==> config.mk <==
export PLATFORM = sky130hd
export DESIGN_NAME = hack_cpu_flat
export DESIGN_NICKNAME = d
export VERILOG_FILES = /design/src/rtl/hack_cpu_if.sv /design/src/rtl/hack_cpu.sv /design/src/flat_wrapper.sv
export SDC_FILE = /design/constraint.sdc
export NUM_CORES = 1
export LEC_CHECK = 0
export ABC_AREA = 1
export CORE_MARGIN = 2
export CORE_UTILIZATION = 45
export DETAILED_ROUTE_END_ITERATION = 8
export DONT_BUFFER_PORTS = 1
export GPL_TIMING_DRIVEN = 0
export PLACE_DENSITY_LB_ADDON = 0.08
export SETUP_SLACK_MARGIN = 0.3
export SLEW_MARGIN = 20
export SYNTH_ARGS = -nofsm -noshare
export SYNTH_HDL_FRONTEND = slang
export SYNTH_SLANG_ARGS = --single-unit
==> constraint.sdc <==
create_clock -name clk -period 3.3 [get_ports clk]
set_clock_uncertainty 0.15 [all_clocks]
set_input_delay 0.33 -clock clk [delete_from_list [all_inputs] [get_ports clk]]
set_output_delay 0.33 -clock clk [all_outputs]
set_load 0.05 [all_outputs]
==> src/rtl/hack_cpu_if.sv <==
// Bus between the Hack core and its instruction ROM / data RAM / halt control.
// The core takes the master side; memories and the debug controller take the slave side.
interface hack_cpu_if;
  logic        halt;
  logic [15:0] instruction;
  logic [15:0] inM;
  logic [15:0] outM;
  logic        writeM;
  logic [14:0] addressM;
  logic [14:0] pc;
  logic        fetch;

  modport master (
    input  halt, instruction, inM,
    output outM, writeM, addressM, pc, fetch
  );

  modport slave (
    output halt, instruction, inM,
    input  outM, writeM, addressM, pc, fetch
  );
endinterface

==> src/rtl/hack_cpu.sv <==
// Two-phase Hack CPU core: FETCH waits out the synchronous ROM/RAM read,
// EXEC decodes, drives the ALU and commits A/D/PC at the edge ending EXEC.

// Hack ALU: optional zero/negate on each input, add or AND, optional negate.
module alu (
  input  logic [15:0] x,
  input  logic [15:0] y,
  input  logic        zx,
  input  logic        nx,
  input  logic        zy,
  input  logic        ny,
  input  logic        f,
  input  logic        no,
  output logic [15:0] out,
  output logic        zr,
  output logic        ng
);
  logic [15:0] xs;
  logic [15:0] ys;
  logic [15:0] res;

  // Precondition both operands, combine them, then postcondition the result.
  always_comb begin
    // NOTE: every variable is given a value before any condition touches it,
    // so no path leaves it unassigned and no latch is inferred.
    xs  = zx ? 16'h0000 : x;
    ys  = zy ? 16'h0000 : y;
    if (nx) xs = ~xs;
    if (ny) ys = ~ys;
    res = f ? (xs + ys) : (xs & ys);
    if (no) res = ~res;
  end

  assign out = res;
  assign zr  = (res == 16'h0000);
  assign ng  = res[15];
endmodule

module hack_cpu (
  input  logic             clk,
  input  logic             rst_n,
  hack_cpu_if.master       bus
);
  typedef enum logic {S_FETCH, S_EXEC} state_t;

  state_t      state_q, state_d;
  logic [15:0] a_q, a_d;
  logic [15:0] d_q, d_d;
  logic [14:0] pc_q, pc_d;
  logic        write_m;

  // Instruction fields; only meaningful for C-instructions (bit 15 set).
  logic        is_c;
  logic        sel_m;
  logic        dst_a, dst_d, dst_m;
  logic        j_lt, j_eq, j_gt;
  logic [15:0] alu_y;
  logic [15:0] alu_out;
  logic        alu_zr, alu_ng;
  logic        jump;

  assign is_c  = bus.instruction[15];
  assign sel_m = bus.instruction[12];
  assign dst_a = bus.instruction[5];
  assign dst_d = bus.instruction[4];
  assign dst_m = bus.instruction[3];
  assign j_lt  = bus.instruction[2];
  assign j_eq  = bus.instruction[1];
  assign j_gt  = bus.instruction[0];

  // Operands always come from the pre-commit registers, so an instruction
  // that writes A or D still reads the old values.
  assign alu_y = sel_m ? bus.inM : a_q;

  alu u_alu (
    .x   (d_q),
    .y   (alu_y),
    .zx  (bus.instruction[11]),
    .nx  (bus.instruction[10]),
    .zy  (bus.instruction[9]),
    .ny  (bus.instruction[8]),
    .f   (bus.instruction[7]),
    .no  (bus.instruction[6]),
    .out (alu_out),
    .zr  (alu_zr),
    .ng  (alu_ng)
  );

  assign jump = (j_lt & alu_ng) | (j_eq & alu_zr) | (j_gt & ~alu_zr & ~alu_ng);

  // FSM state register; reset lands in FETCH so writeM drops at once.
  always_ff @(posedge clk or negedge rst_n) begin
    // NOTE: sequential state uses non-blocking assignments so every register
    // samples pre-edge values regardless of statement order.
    if (!rst_n) state_q <= S_FETCH;
    else        state_q <= state_d;
  end

  // Architectural registers; commits happen only when the FSM leaves EXEC.
  always_ff @(posedge clk or negedge rst_n) begin
    if (!rst_n) begin
      a_q  <= 16'h0000;
      d_q  <= 16'h0000;
      pc_q <= 15'h0000;
    end else begin
      a_q  <= a_d;
      d_q  <= d_d;
      pc_q <= pc_d;
    end
  end

  // Next-state, register commit values and the RAM write strobe.
  always_comb begin
    state_d = state_q;
    a_d     = a_q;
    d_d     = d_q;
    pc_d    = pc_q;
    write_m = 1'b0;
    case (state_q)
      S_FETCH: begin
        if (!bus.halt) state_d = S_EXEC;
      end
      S_EXEC: begin
        state_d = S_FETCH;
        pc_d    = pc_q + 15'd1;
        if (!is_c) begin
          a_d = {1'b0, bus.instruction[14:0]};
        end else begin
          if (dst_a) a_d = alu_out;
          if (dst_d) d_d = alu_out;
          write_m = dst_m;
          if (jump) pc_d = a_q[14:0];
        end
      end
      default: state_d = S_FETCH;
    endcase
  end

  assign bus.pc       = pc_q;
  assign bus.addressM = a_q[14:0];
  assign bus.fetch    = (state_q == S_FETCH);
  assign bus.writeM   = write_m;
  assign bus.outM     = write_m ? alu_out : 16'h0000;
endmodule

==> src/flat_wrapper.sv <==
// flat-port wrapper written by rule: the top's interface ports become plain ports
module hack_cpu_flat 
  (clk, rst_n, bus_halt, bus_instruction, bus_inM, bus_outM, bus_writeM, bus_addressM, bus_pc, bus_fetch);
  hack_cpu_if bus_i ();
  input  logic clk;
  input  logic rst_n;
  input wire logic [$bits(bus_i.halt)-1:0] bus_halt;
  input wire logic [$bits(bus_i.instruction)-1:0] bus_instruction;
  input wire logic [$bits(bus_i.inM)-1:0] bus_inM;
  output wire logic [$bits(bus_i.outM)-1:0] bus_outM;
  output wire logic [$bits(bus_i.writeM)-1:0] bus_writeM;
  output wire logic [$bits(bus_i.addressM)-1:0] bus_addressM;
  output wire logic [$bits(bus_i.pc)-1:0] bus_pc;
  output wire logic [$bits(bus_i.fetch)-1:0] bus_fetch;
  assign bus_i.halt = bus_halt;
  assign bus_i.instruction = bus_instruction;
  assign bus_i.inM = bus_inM;
  assign bus_outM = bus_i.outM;
  assign bus_writeM = bus_i.writeM;
  assign bus_addressM = bus_i.addressM;
  assign bus_pc = bus_i.pc;
  assign bus_fetch = bus_i.fetch;
  hack_cpu u_core (.clk(clk), .rst_n(rst_n), .bus(bus_i));
endmodule
## After elaboration in Yosys (flattened, before gate mapping)

Index checks and enable logic that the tools add are counted.

| word-level totals | value |
|---|---|
| register bits | 48 |
| input bits | 35 |
| output and inout bits | 48 |
| logic and storage cells | 39 |

| operators by class | value |
|---|---|
| add/sub/neg operators | 2 |
| eq/ne operators | 1 |
| multiplexer cells | 16 |
| bitwise gates (word level) | 13 |
| reductions and logical operators | 3 |

Operators with widths:

| kind | number |
|---|---|
| $mux 16 | 10 |
| $not 16->16 | 3 |
| $mux 15 | 2 |
| $add 16x16->16 | 1 |
| $and 16x16->16 | 1 |
| $logic_not 16->1 | 1 |
| $add 15x1->15 const B | 1 |
| $and 1x1->1 | 4 |
| $mux 1 | 3 |
| $not 1->1 | 3 |
| $reduce_and 3->1 | 1 |
| $ne 2x2->1 const B | 1 |
| $or 1x1->1 | 2 |
| $pmux 1 s2 | 1 |
| $reduce_and 2->1 | 1 |

## Logic depth before layout (Yosys ltp)

Gate-level depths: netlist of the first run.

| logic depth | value |
|---|---|
| depth after elaboration | 15 |
| mapped depth | 27 |
| depth with buffers taken out | 25 |

## By module

A second synthesis of the first run with hierarchy kept.

| second synthesis, totals | value |
|---|---|
| cells, all modules | 830 |
| area, all modules | 5012.3 sq um |

Modules (own cells, without submodules):

| module | instances | cells each | area an instance (sq um) | sequential area each (sq um) |
|---|---|---|---|---|
| hack_cpu | 1 | 410 | 2882.8 | 1201.2 |
| alu | 1 | 420 | 2129.5 | 0.0 |

## Worst setup path after synthesis of the first run

Ideal clock, no wire load.

| timing path | value |
|---|---|
| path kind | input-to-output |
| from | input port bus_instruction[10] |
| to | output port bus_outM[14] |
| data arrival time | 3.262 ns |
| path slack | -0.442 ns |
| stages | 16 |
| path buffers | 2 |
| cell sequence | clkbuf_1 -> clkbuf_1 -> xnor2_1 -> ha_1 -> fa_1 -> nand2_2 -> nand2_1 -> nand3_2 -> nand2_2 -> nand2_1 -> nand2_1 -> nand2_1 -> nand3_1 -> nand3_1 -> nand2_1 -> nor2_1 |

| on the way | value |
|---|---|
| cells in the longest elaborated chain, start to end | 6 |
| elaborated cells on any way between the ends | 7 |
| classes of those cells | add/sub (1); mux (4); bitwise (2) |

RTL lines:

| item | RTL line | text |
|---|---|---|
| start, declared | flat_wrapper.sv:8 | `input wire logic [$bits(bus_i.instruction)-1:0] bus_instruction;` |
| $mux 16 (*) | hack_cpu.sv:28 | `if (nx) xs = ~xs;` |
| $add 16x16->16 or $and 16x16->16 (tied branches) | hack_cpu.sv:30 | `res = f ? (xs + ys) : (xs & ys);` |
| $mux 16 (*) | hack_cpu.sv:30 |  |
| $not 16->16 | hack_cpu.sv:31 | `if (no) res = ~res;` |
| $mux 16 (*) | hack_cpu.sv:31 |  |
| $mux 16 (*) | hack_cpu.sv:143 | `assign bus.outM = write_m ? alu_out : 16'h0000;` |
| end, declared | flat_wrapper.sv:10 | `output wire logic [$bits(bus_i.outM)-1:0] bus_outM;` |

Mark *: on every way between the ends. The rest lies on a longest branch, timed or not.

## Final worst setup path of the first run

| timing path | value |
|---|---|
| from | register u_core.a_q[0] |
| to | output port bus_outM[12] |

| on the way | value |
|---|---|
| cells in the longest elaborated chain, start to end | 9 |

RTL lines:

| item | RTL line | text |
|---|---|---|
| start, declared | hack_cpu.sv:47 | `logic [15:0] a_q, a_d;` |
| start signal, assigned | hack_cpu.sv:102 | `a_q <= 16'h0000;` |
| start signal, assigned | hack_cpu.sv:106 | `a_q <= a_d;` |
| $mux 16 (*) | hack_cpu.sv:73 | `assign alu_y = sel_m ? bus.inM : a_q;` |
| $mux 16 (*) | hack_cpu.sv:27 | `ys = zy ? 16'h0000 : y;` |
| $not 16->16 | hack_cpu.sv:29 | `if (ny) ys = ~ys;` |
| $mux 16 (*) | hack_cpu.sv:29 |  |
| $add 16x16->16 (*) | hack_cpu.sv:30 |  |
| $mux 16 (*) | hack_cpu.sv:30 |  |
| $not 16->16 | hack_cpu.sv:31 |  |
| $mux 16 (*) | hack_cpu.sv:31 |  |
| $mux 16 (*) | hack_cpu.sv:143 |  |

Marked as above.

==> results.toml, run 1 <==
[timing]
final-hold-violation-count = 0
rsz0062_at_grt = "true"
tns_ns = -5.05
fmax_mhz = 278
tightest_slew_ns = 1.04
setup_viol = 23
maxSlewViolCount = 0
worst_slack_ns = -0.297
fin_crit_sh_pct = 109
maxSlewHeadroom_pct = 30.5
hold_slack_ns = 0.0420
fin_crit_ns = 3.60

[detailed_routing]
drcViolationCount = 0
ant_nets = 0
drt-total-wl_mm = 16.2
first_pass_iters = 5
wire_per_inst_um = 16.8
vias = 5230
viasPerCell = 5.43
drtIter0Drc = 397

[placed_design]
io_buffers = 0
place.gp.congestion = 0.922
preCtsSetupSlack_ns = -0.572
dp_hpwl_mm = 11.8

[clocking]
clk_path_buf_depth = 2
cts_tree = "yes"
cts_made_buffers = 5
cts-root-buf = "clkbuf_8"
cts_num_sinks = 48
ctsHtreeMaxLevel = 2
clock_latency_ns = 0.32
path_clk_slew_ns = 0.10

[final_layout]
layout_common_cells = "161 x nand2_1, 89 x inv_1, 58 x buf_4"
diodes = 0
fillers = 979
nets = 880
final_common_cell = "nand2_1"
drive_above_1_share_pct = 36.1
syn_to_final_growth_pct = 34.1

[setup_path]
max_stage_delay_ns = 0.40
slowest_stage = "dfrtp_1"
r2r-end = "u_core.bus.pc[4]$_DFFE_PN0P_"
crit_chain = "inv_2 -> a21oi_2 -> o21ai_1 -> xor2_1 -> ha_2 -> fa_2 -> nand2_4 -> a21oi_4 -> nand3_2 -> buf_6 -> nand4_1 -> nand3_2 -> nand3_2 -> nand2_2 -> buf_4 -> nor2_4"
crit_required_ns = 2.82
cp_top_family = "simple AND/OR/NAND/NOR gates"
worst-path-stages = 16
start_kind = "flop"
crit_buf_inv = 3
worstRegToRegCells = 24
cp-end-kind = "output port"
cp.arrival_ns = 3.12
crit_fanout = 3
crit_top_cell = "nand3_2"
r2r_setup_slack_ns = -0.28
path_class = "reg -> out"
r2r-start = "u_core.a_q[0]$_DFFE_PN0P_"

[grt]
grt_antenna_before_repair = 0
grt-ovfl-total = 0
grt_pass1_vias = 5120
grt_start_max_net_pins = 49
grtUsageTotal_pct = 27.8
grt_pass1_wl_mm = 25.3

[worst_hold_path]
hold_end = "u_core.a_q[5]$_DFFE_PN0P_"
hold_path.startpoint = "bus_instruction[5]"
hp-class = "in -> reg"
worstHoldPathCells = 2

[power]
total_power_w = 0.00413
p_leak_nw = 3.19
peakVddDrop_uv = 409
power_density_nw_per_um2 = 637

[synthesis]
synth.ff_latch_count = 48
synth.largest_area_cell = "dfrtp_1"
synthTopCellsByArea = "dfrtp_1 25%, nand2_1 16%, nand3_1 10%"
syn_avg_cell_area_um2 = 6.35
synth.distinct_cells = 34
syn_inst = 762
yosys_warnings = 0
syn-num-nets = 815
yosysSeqAreaShare_pct = 24.8
synth_top_area_share_pct = 24.8
synthesis.area_um2 = 4840

[die]
design.core.area_um2 = 10400
std_cell_rows = 37
start_util_pct = 46.7
io_pins = 83
die_h_um = 108
die_x_um = 108
die-area_um2 = 11600

[job]
maxCapViolCount = 0

[run_status]
status = "finished with violations"
violations = "setup timing"
how the worst max path moves through the flow:
stage / slack, ns / startpoint / to
detailed placement: -0.57 / bus_instruction[12] / u_core.bus.pc[12]$_DFFE_PN0P_
global route: -0.42 / u_core.a_q[0]$_DFFE_PN0P_ / u_core.bus.pc[12]$_DFFE_PN0P_
floorplan: 0.16 / bus_instruction[9] / u_core.bus.pc[6]$_DFFE_PN0P_
CTS: -0.12 / u_core.a_q[0]$_DFFE_PN0P_ / u_core.bus.pc[4]$_DFFE_PN0P_
finish: -0.30 / u_core.a_q[0]$_DFFE_PN0P_ / bus_outM[12]
global placement: -0.47 / bus_instruction[12] / u_core.bus.pc[11]$_DFFE_PN0P_
area by class of cell:
cell class / count / area, µm² / area share, %
sequential: 48 / 1200 / 18.5
clock inverter: 2 / 35.0 / 0.540
clock buffer: 6 / 72.6 / 1.12
timing repair buffer: 58 / 532 / 8.20
multi-input combinational: 556 / 3710 / 57.3
inverter: 110 / 414 / 6.38
buffer: 48 / 348 / 5.36
tap: 136 / 170 / 2.62
worst reg2reg max path: stages (launching register included):
cell and delay, ns:
dfrtp_1 0.40, inv_2 0.07, a21oi_2 0.05, o21ai_1 0.08, xor2_1 0.30, ha_2 0.27
fa_2 0.24, nand2_4 0.08, a21oi_4 0.21, nand3_2 0.13, nand3_2 0.09, nand2_1 0.06
nand3_2 0.11, nand3_2 0.10, nand2_2 0.11, nand2_2 0.07, nor2_4 0.14, nand4_1 0.15
nand3_4 0.15, nand2_4 0.08, buf_4 0.15, buf_4 0.13, nand2_1 0.05, nand3_1 0.06
nand2_1 0.06
metrics by stage:
| step | utilization (%) | cells | cell area [µm²] |
|---|---|---|---|
| 5_1_grt | 62.6 | 964 | 6490 |
| 2_1_floorplan | - | 762 | 5060 |
| 4_1_cts | 59.4 | 948 | 6160 |
| 3_3_place_gp | 50.5 | 898 | 5240 |
| 6_report | 62.6 | 964 | 6490 |
| 3_5_place_dp | 50.5 | 898 | 5240 |
what timing repair did:
item,4_1_cts,5_1_grt
setup buffers,37,16
gates cloned,2,0
resized for setup,126,59
hold buffers,3,0
endpoints found under the hold margin,49,0
pin swaps,52,49
endpoints found under the setup margin,32,33
report_power, final:
part / total, W / leakage, nW / internal [W] / switching, W
clock: 0.000448 / 0.0552 / 0.000226 / 0.000222
combinational: 0.00258 / 2.54 / 0.00100 / 0.00158
sequential: 0.00111 / 0.594 / 0.000744 / 0.000362
total: 0.00413 / 3.19 / 0.00197 / 0.00216
registers in the layout (all words and copies together), names as in the netlist:
| signal | flops |
|---|---|
| u_core.a_q | 16 |
| u_core.d_q | 16 |
| u_core.bus.pc | 15 |
| u_core.state_q | 1 |
Yosys cell counts, drive strengths merged:
library cell	count
and2	4
clkbuf	19
o211ai	9
dfrtp	48
o21ai	51
inv	109
nor3b	2
or2	3
nand3	105
xnor2	4
clkinv	1
a21oi	31
ha	17
xor2	44
nor2	36
nor3	5
o22ai	7
nand3b	1
nand4	6
buf	29
fa	1
nand2	230
cells by family after synthesis:
group,synth area share (%)
and+or+nand+nor,36.6
buffers and inverters,14.0
AOI/OAI and AO/OA,11.0
xor gates and xnor gates,8.69
DFF,24.8
adders and majority gates,4.81
per-layer routing:
metal  GRT usage [%]  part of all wire [%]  up-vias
met1            38.3                    45     2512
met2            44.2                    46      153
met4            7.88                   2.2        0
li1                -                     -     2539
met3            5.33                   6.9       26
met5               0                     0        -
(Power assumes the default switching activity.)
==> run 2, diff against run 1 <==
--- a/config.mk
+++ b/config.mk
@@ -11,9 +11,10 @@
 export DETAILED_ROUTE_END_ITERATION = 8
 export DONT_BUFFER_PORTS = 1
 export GPL_TIMING_DRIVEN = 0
+export MAX_ROUTING_LAYER = met4
 export PLACE_DENSITY_LB_ADDON = 0.08
 export SETUP_SLACK_MARGIN = 0.3
-export SLEW_MARGIN = 20
+export SLEW_MARGIN = 5
 export SYNTH_ARGS = -nofsm -noshare
 export SYNTH_HDL_FRONTEND = slang
 export SYNTH_SLANG_ARGS = --single-unit
==> run 2 against run 1 <==
The run still ends with setup timing left. Final cell count shrank 0.93%. Clock power shrank 13%. Register-to-register slack gained 0.06 ns. Setup slack gained 0.082 ns. Via count is the same. Utilization grew 1.9 points. Maximum frequency grew 2.3%. Combinational power grew 7%. Global-route usage grew 0.15 points. Total power grew 3.0%. Die area is the same. Critical path depth grew 7. Critical path type is now reg -> reg. Critical endpoint is now u_core.bus.pc[14]$_DFFE_PN0P_. Largest cell class unchanged. Largest power group unchanged.
==> results.toml, run 2 (synthesis results as in run 1) <==
[run_status]
status = "finished with violations"
violations = "setup timing"

[timing]
maxSlewViolCount = 0
tns_ns = -3.50
worst_slack_ns = -0.216
rsz0062_at_grt = "true"
tightest_slew_ns = 1.05
fmax_mhz = 284
setup_viol = 24
maxSlewHeadroom_pct = 30.2
final-hold-violation-count = 0
fin_crit_ns = 3.52
fin_crit_sh_pct = 107

[final_layout]
final_cells = 955
nets = 871
syn_to_final_growth_pct = 38.2
layout_common_cells = "152 x nand2_1, 91 x inv_1, 51 x buf_4"
final_common_cell = "nand2_1"
fin_area_um2 = 6690
diodes = 0
drive_above_1_share_pct = 38.0

[detailed_routing]
drtIter0Drc = 269
vias = 5230
wire_per_inst_um = 17.3
ant_nets = 0
drt-total-wl_mm = 16.5
first_pass_iters = 5
viasPerCell = 5.48
drcViolationCount = 0

[power]
total_power_w = 0.00426
p_sw_share_pct = 53.1
switching_power_w = 0.00226
pwr-share-seq_pct = 26.0
internal_power_w = 0.00199
power_density_nw_per_um2 = 636
p_leak_nw = 3.23
comb_power_share_pct = 64.8
p_clk_share_pct = 9.2
peakVddDrop_uv = 372

[clocking]
clock_latency_ns = 0.32
cts-root-buf = "clkbuf_8"
cts_made_buffers = 5
clk_path_buf_depth = 2
cts_tree = "yes"
ctsHtreeMaxLevel = 2
path_clk_slew_ns = 0.10
cts_num_sinks = 48

[placed_design]
place.gp.congestion = 0.919
io_buffers = 0
dp_hpwl_mm = 11.7
preCtsSetupSlack_ns = -0.543
place_area_um2 = 5240
dp_cells = 898

[grt]
grt_antenna_before_repair = 0
grt_pass1_wl_mm = 24.8
grt-ovfl-total = 0
grt_pass1_vias = 5092
grt_start_max_net_pins = 49
grtUsageTotal_pct = 27.9

[setup_path]
path_class = "reg -> reg"
crit_chain = "inv_2 -> a21oi_2 -> o21ai_1 -> xor2_1 -> ha_2 -> buf_4 -> buf_4 -> nand3_1 -> nand3_1 -> nand3_1 -> o21ai_0 -> nand2_1 -> nand2_2 -> nand3_1 -> nor3_4 -> nand4_1 -> nand3_4 -> nand2_4 -> buf_12 -> buf_16 -> nand2_4 -> nand3_2 -> nand2_2"
max_stage_delay_ns = 0.40
slowest_stage = "dfrtp_1"
start_kind = "flop"
crit_top_cell = "nand3_1"
crit_fanout = 5
cp.arrival_ns = 3.63
cp-end-kind = "flop"
cp_top_family = "simple AND/OR/NAND/NOR gates"
crit_buf_inv = 5
crit_required_ns = 3.41

[die]
start_util_pct = 46.7
die-area_um2 = 11600
die_x_um = 108
io_pins = 83
design.core.area_um2 = 10400
die_h_um = 108
std_cell_rows = 37

[worst_hold_path]
hp-class = "in -> reg"

[job]
maxCapViolCount = 0
-- run 2: changes by cell type in the layout (fill, tap and decap cells not counted), sizes merged --
cell / delta
clkinv: +1
bufinv: -1
buf: -9
-- run 2: metal layers --
layer  up-vias  track usage (%)  share of wire [%]
met3        17             4.78                6.3
li1       2515                -                  -
met5         -                -                  0
met4         0             6.14                1.2
met2       178             44.5                 48
met1      2520             37.4                 45
-- run 2: timing repair --
| item | CTS | global route |
|---|---|---|
| hold buffers | 3 | 0 |
| gates resized for setup | 112 | 120 |
| buffers inserted | 28 | 17 |
| setup endpoints to repair | 32 | 35 |
| pin swaps | 28 | 66 |
| gates cloned | 1 | 0 |
| endpoints found under the hold margin | 49 | 0 |
-- run 2: per-stage QoR --
stage | utilization (%) | hold slack, ns
2_1_floorplan | - | -0.116
3_3_place_gp | 50.5 | -0.115
3_5_place_dp | 50.5 | -0.115
4_1_cts | 58.5 | 0.0349
5_1_grt | 64.5 | 0.0454
6_report | 64.5 | 0.0338
-- run 2: power groups by stage --
stage,sequential [W],clock [W],combinational (W)
final,0.00111,0.000391,0.00276
after global routing,0.00113,0.000413,0.00299
after CTS,0.00110,0.000393,0.00228
after detailed placement,0.00112,0,0.00186
after global placement,0.00111,0,0.00183
after floorplan,0.00108,0,0.00154
-- run 2: final timing paths --
| check | start | end | slack (ns) | cells past startpoint |
|---|---|---|---|---|
| worst max-delay path | u_core.a_q[0]$_DFFE_PN0P_ | u_core.bus.pc[14]$_DFFE_PN0P_ | -0.22 | 23 |
| worst min-delay path | bus_instruction[8] | u_core.a_q[8]$_DFFE_PN0P_ | 0.03 | 2 |
| worst max register to register | u_core.a_q[0]$_DFFE_PN0P_ | u_core.bus.pc[14]$_DFFE_PN0P_ | -0.22 | 23 |
| worst min register to register | u_core.d_q[4]$_DFFE_PN0P_ | u_core.d_q[4]$_DFFE_PN0P_ | 0.34 | 2 |
| max in group asynchronous | rst_n | u_core.d_q[4]$_DFFE_PN0P_ | 2.37 | 2 |
| min in group asynchronous | rst_n | u_core.bus.pc[13]$_DFFE_PN0P_ | 0.41 | 2 |
-- run 2: cell type report --
| class | count | area [µm²] |
|---|---|---|
| fillers | 952 | 3680 |
| repair buffers | 49 | 480 |
| well taps | 136 | 170 |
| inverters | 110 | 422 |
| flip-flops and latches | 48 | 1200 |
| clock buffers | 6 | 82.6 |
| clock inverters | 2 | 10.0 |
| multi-input cells | 556 | 3970 |
| plain buffers | 48 | 348 |
==> run 3, diff against run 2 <==
==> constraint.sdc (replaced) <==
create_clock -name clk -period 3.2 [get_ports clk]
set_clock_uncertainty 0.15 [all_clocks]
set_input_delay 0.32 -clock clk [delete_from_list [all_inputs] [get_ports clk]]
set_output_delay 0.32 -clock clk [all_outputs]
set_load 0.05 [all_outputs]
==> run 3 against run 2 <==
The run still ends with setup timing left. Clock-buffer cell count stayed put. Utilization is 1.9 points lower. Sequential power hardly changed. Largest cell class unchanged. Final area is 3.0% lower. Global-route usage is 0.075 points lower. Routed wire length is 1.9% lower. Critical path depth is 2 higher.
==> results.toml, run 3 (synthesis results as in run 1) <==
[run_status]
status = "finished with violations"
violations = "setup timing"

[setup_path]
crit_required_ns = 3.31
path_class = "reg -> reg"
crit_fanout = 5
cp-end-kind = "flop"
cp.arrival_ns = 3.62
start_kind = "flop"
crit_buf_inv = 3
cp_top_family = "simple AND/OR/NAND/NOR gates"
max_stage_delay_ns = 0.40
slowest_stage = "fa_2"

[final_layout]
final_common_cell = "nand2_1"
nets = 874
drive_above_1_share_pct = 33.9
layout_common_cells = "169 x nand2_1, 96 x inv_1, 58 x buf_4"
fillers = 967
diodes = 0
fin_area_um2 = 6490
syn_to_final_growth_pct = 34.1

[detailed_routing]
vias = 5230
viasPerCell = 5.46
ant_nets = 0
wire_per_inst_um = 16.9
drtIter0Drc = 307
drcViolationCount = 0
first_pass_iters = 5
drt-total-wl_mm = 16.2

[power]
pwr-share-seq_pct = 27.1
total_power_w = 0.00419
power_density_nw_per_um2 = 646
p_clk_share_pct = 9.5
switching_power_w = 0.00223
peakVddDrop_uv = 381
p_sw_share_pct = 53.1
internal_power_w = 0.00197
comb_power_share_pct = 63.4
p_leak_nw = 3.18

[timing]
fin_crit_sh_pct = 110
maxSlewHeadroom_pct = 29.4
rsz0062_at_grt = "true"
fin_crit_ns = 3.51
tightest_slew_ns = 1.06
final-hold-violation-count = 0
setup_viol = 26
worst_slack_ns = -0.313
fmax_mhz = 285
maxSlewViolCount = 0

[die]
io_pins = 83
die-area_um2 = 11600
die_x_um = 108
design.core.area_um2 = 10400
std_cell_rows = 37
die_h_um = 108
start_util_pct = 46.7

[grt]
grtUsageTotal_pct = 27.9
grt_antenna_before_repair = 0
grt_pass1_vias = 5094
grt_pass1_wl_mm = 24.8
grt_start_max_net_pins = 49
grt-ovfl-total = 0

[clocking]
clock_latency_ns = 0.31
cts_tree = "yes"
cts_made_buffers = 5
path_clk_slew_ns = 0.10
cts_num_sinks = 48
ctsHtreeMaxLevel = 2
cts-root-buf = "clkbuf_8"
clk_path_buf_depth = 2

[job]
maxCapViolCount = 0

[placed_design]
place.gp.congestion = 0.919
dp_hpwl_mm = 11.7
preCtsSetupSlack_ns = -0.633
io_buffers = 0
place_area_um2 = 5240

[worst_hold_path]
hp-class = "in -> reg"
run 3: cell types whose count changed in the layout (fill, tap and decap cells not counted), sizes merged:
| cell | previous run | this run |
|---|---|---|
| buf | 76 | 79 |
| inv | 109 | 108 |
| clkinvlp | 0 | 1 |
run 3: power by group through the flow:
stage	registers, W	logic, W	clock network (W)
final	0.00114	0.00266	0.000399
after global placement	0.00115	0.00189	0
after CTS	0.00114	0.00235	0.000406
after global routing	0.00116	0.00289	0.000427
after detailed placement	0.00115	0.00192	0
after floorplan	0.00111	0.00159	0
run 3: layout make-up:
type	count	area, µm²	share of cell area [%]
timing repair buffer	52	479	7.39
clock inverter	2	10.0	0.154
buffer	48	348	5.36
inverter	110	418	6.44
sequential	48	1200	18.5
tap	136	170	2.62
multi-input combinational	556	3780	58.3
clock buffer	6	82.6	1.27
run 3: routing by layer:
layer / vias to the layer above / wire [µm] / GRT usage, %
met1: 2543 / 7360 / 37.4
met2: 142 / 7700 / 44.2
met3: 18 / 891 / 4.78
met5: - / 0 / -
met4: 0 / 204 / 6.32
li1: 2527 / - / -
run 3: final timing paths:
path	from	endpoint	slack (ns)	cells past startpoint
setup / recovery	u_core.a_q[0]$_DFFE_PN0P_	u_core.bus.pc[12]$_DFFE_PN0P_	-0.31	25
hold / removal	bus_instruction[8]	u_core.a_q[8]$_DFFE_PN0P_	0.03	2
setup reg to reg	u_core.a_q[0]$_DFFE_PN0P_	u_core.bus.pc[12]$_DFFE_PN0P_	-0.31	25
hold reg to reg	u_core.d_q[4]$_DFFE_PN0P_	u_core.d_q[4]$_DFFE_PN0P_	0.34	2
max in group asynchronous	rst_n	u_core.a_q[0]$_DFFE_PN0P_	2.27	2
min in group asynchronous	rst_n	u_core.a_q[14]$_DFFE_PN0P_	0.41	2
run 3: per-stage QoR:
stage               hold slack [ns]  utilization, %  cells  TNS (ns)
floorplan                    -0.126               -    762         0
global placement             -0.125            50.5    898     -9.50
detailed placement           -0.125            50.5    898    -10.84
CTS                          0.0249            58.5    940     -3.66
global route                 0.0354            62.6    958    -10.80
finish                       0.0328            62.6    958     -6.02
run 3: repair_timing:
action                     4_1_cts  5_1_grt
pin swaps                       29       45
buffers inserted                30       18
hold buffers                     3        0
gates cloned                     1        0
gates resized for setup        112       62
setup endpoints to repair       32       40
hold endpoints to repair        49        0
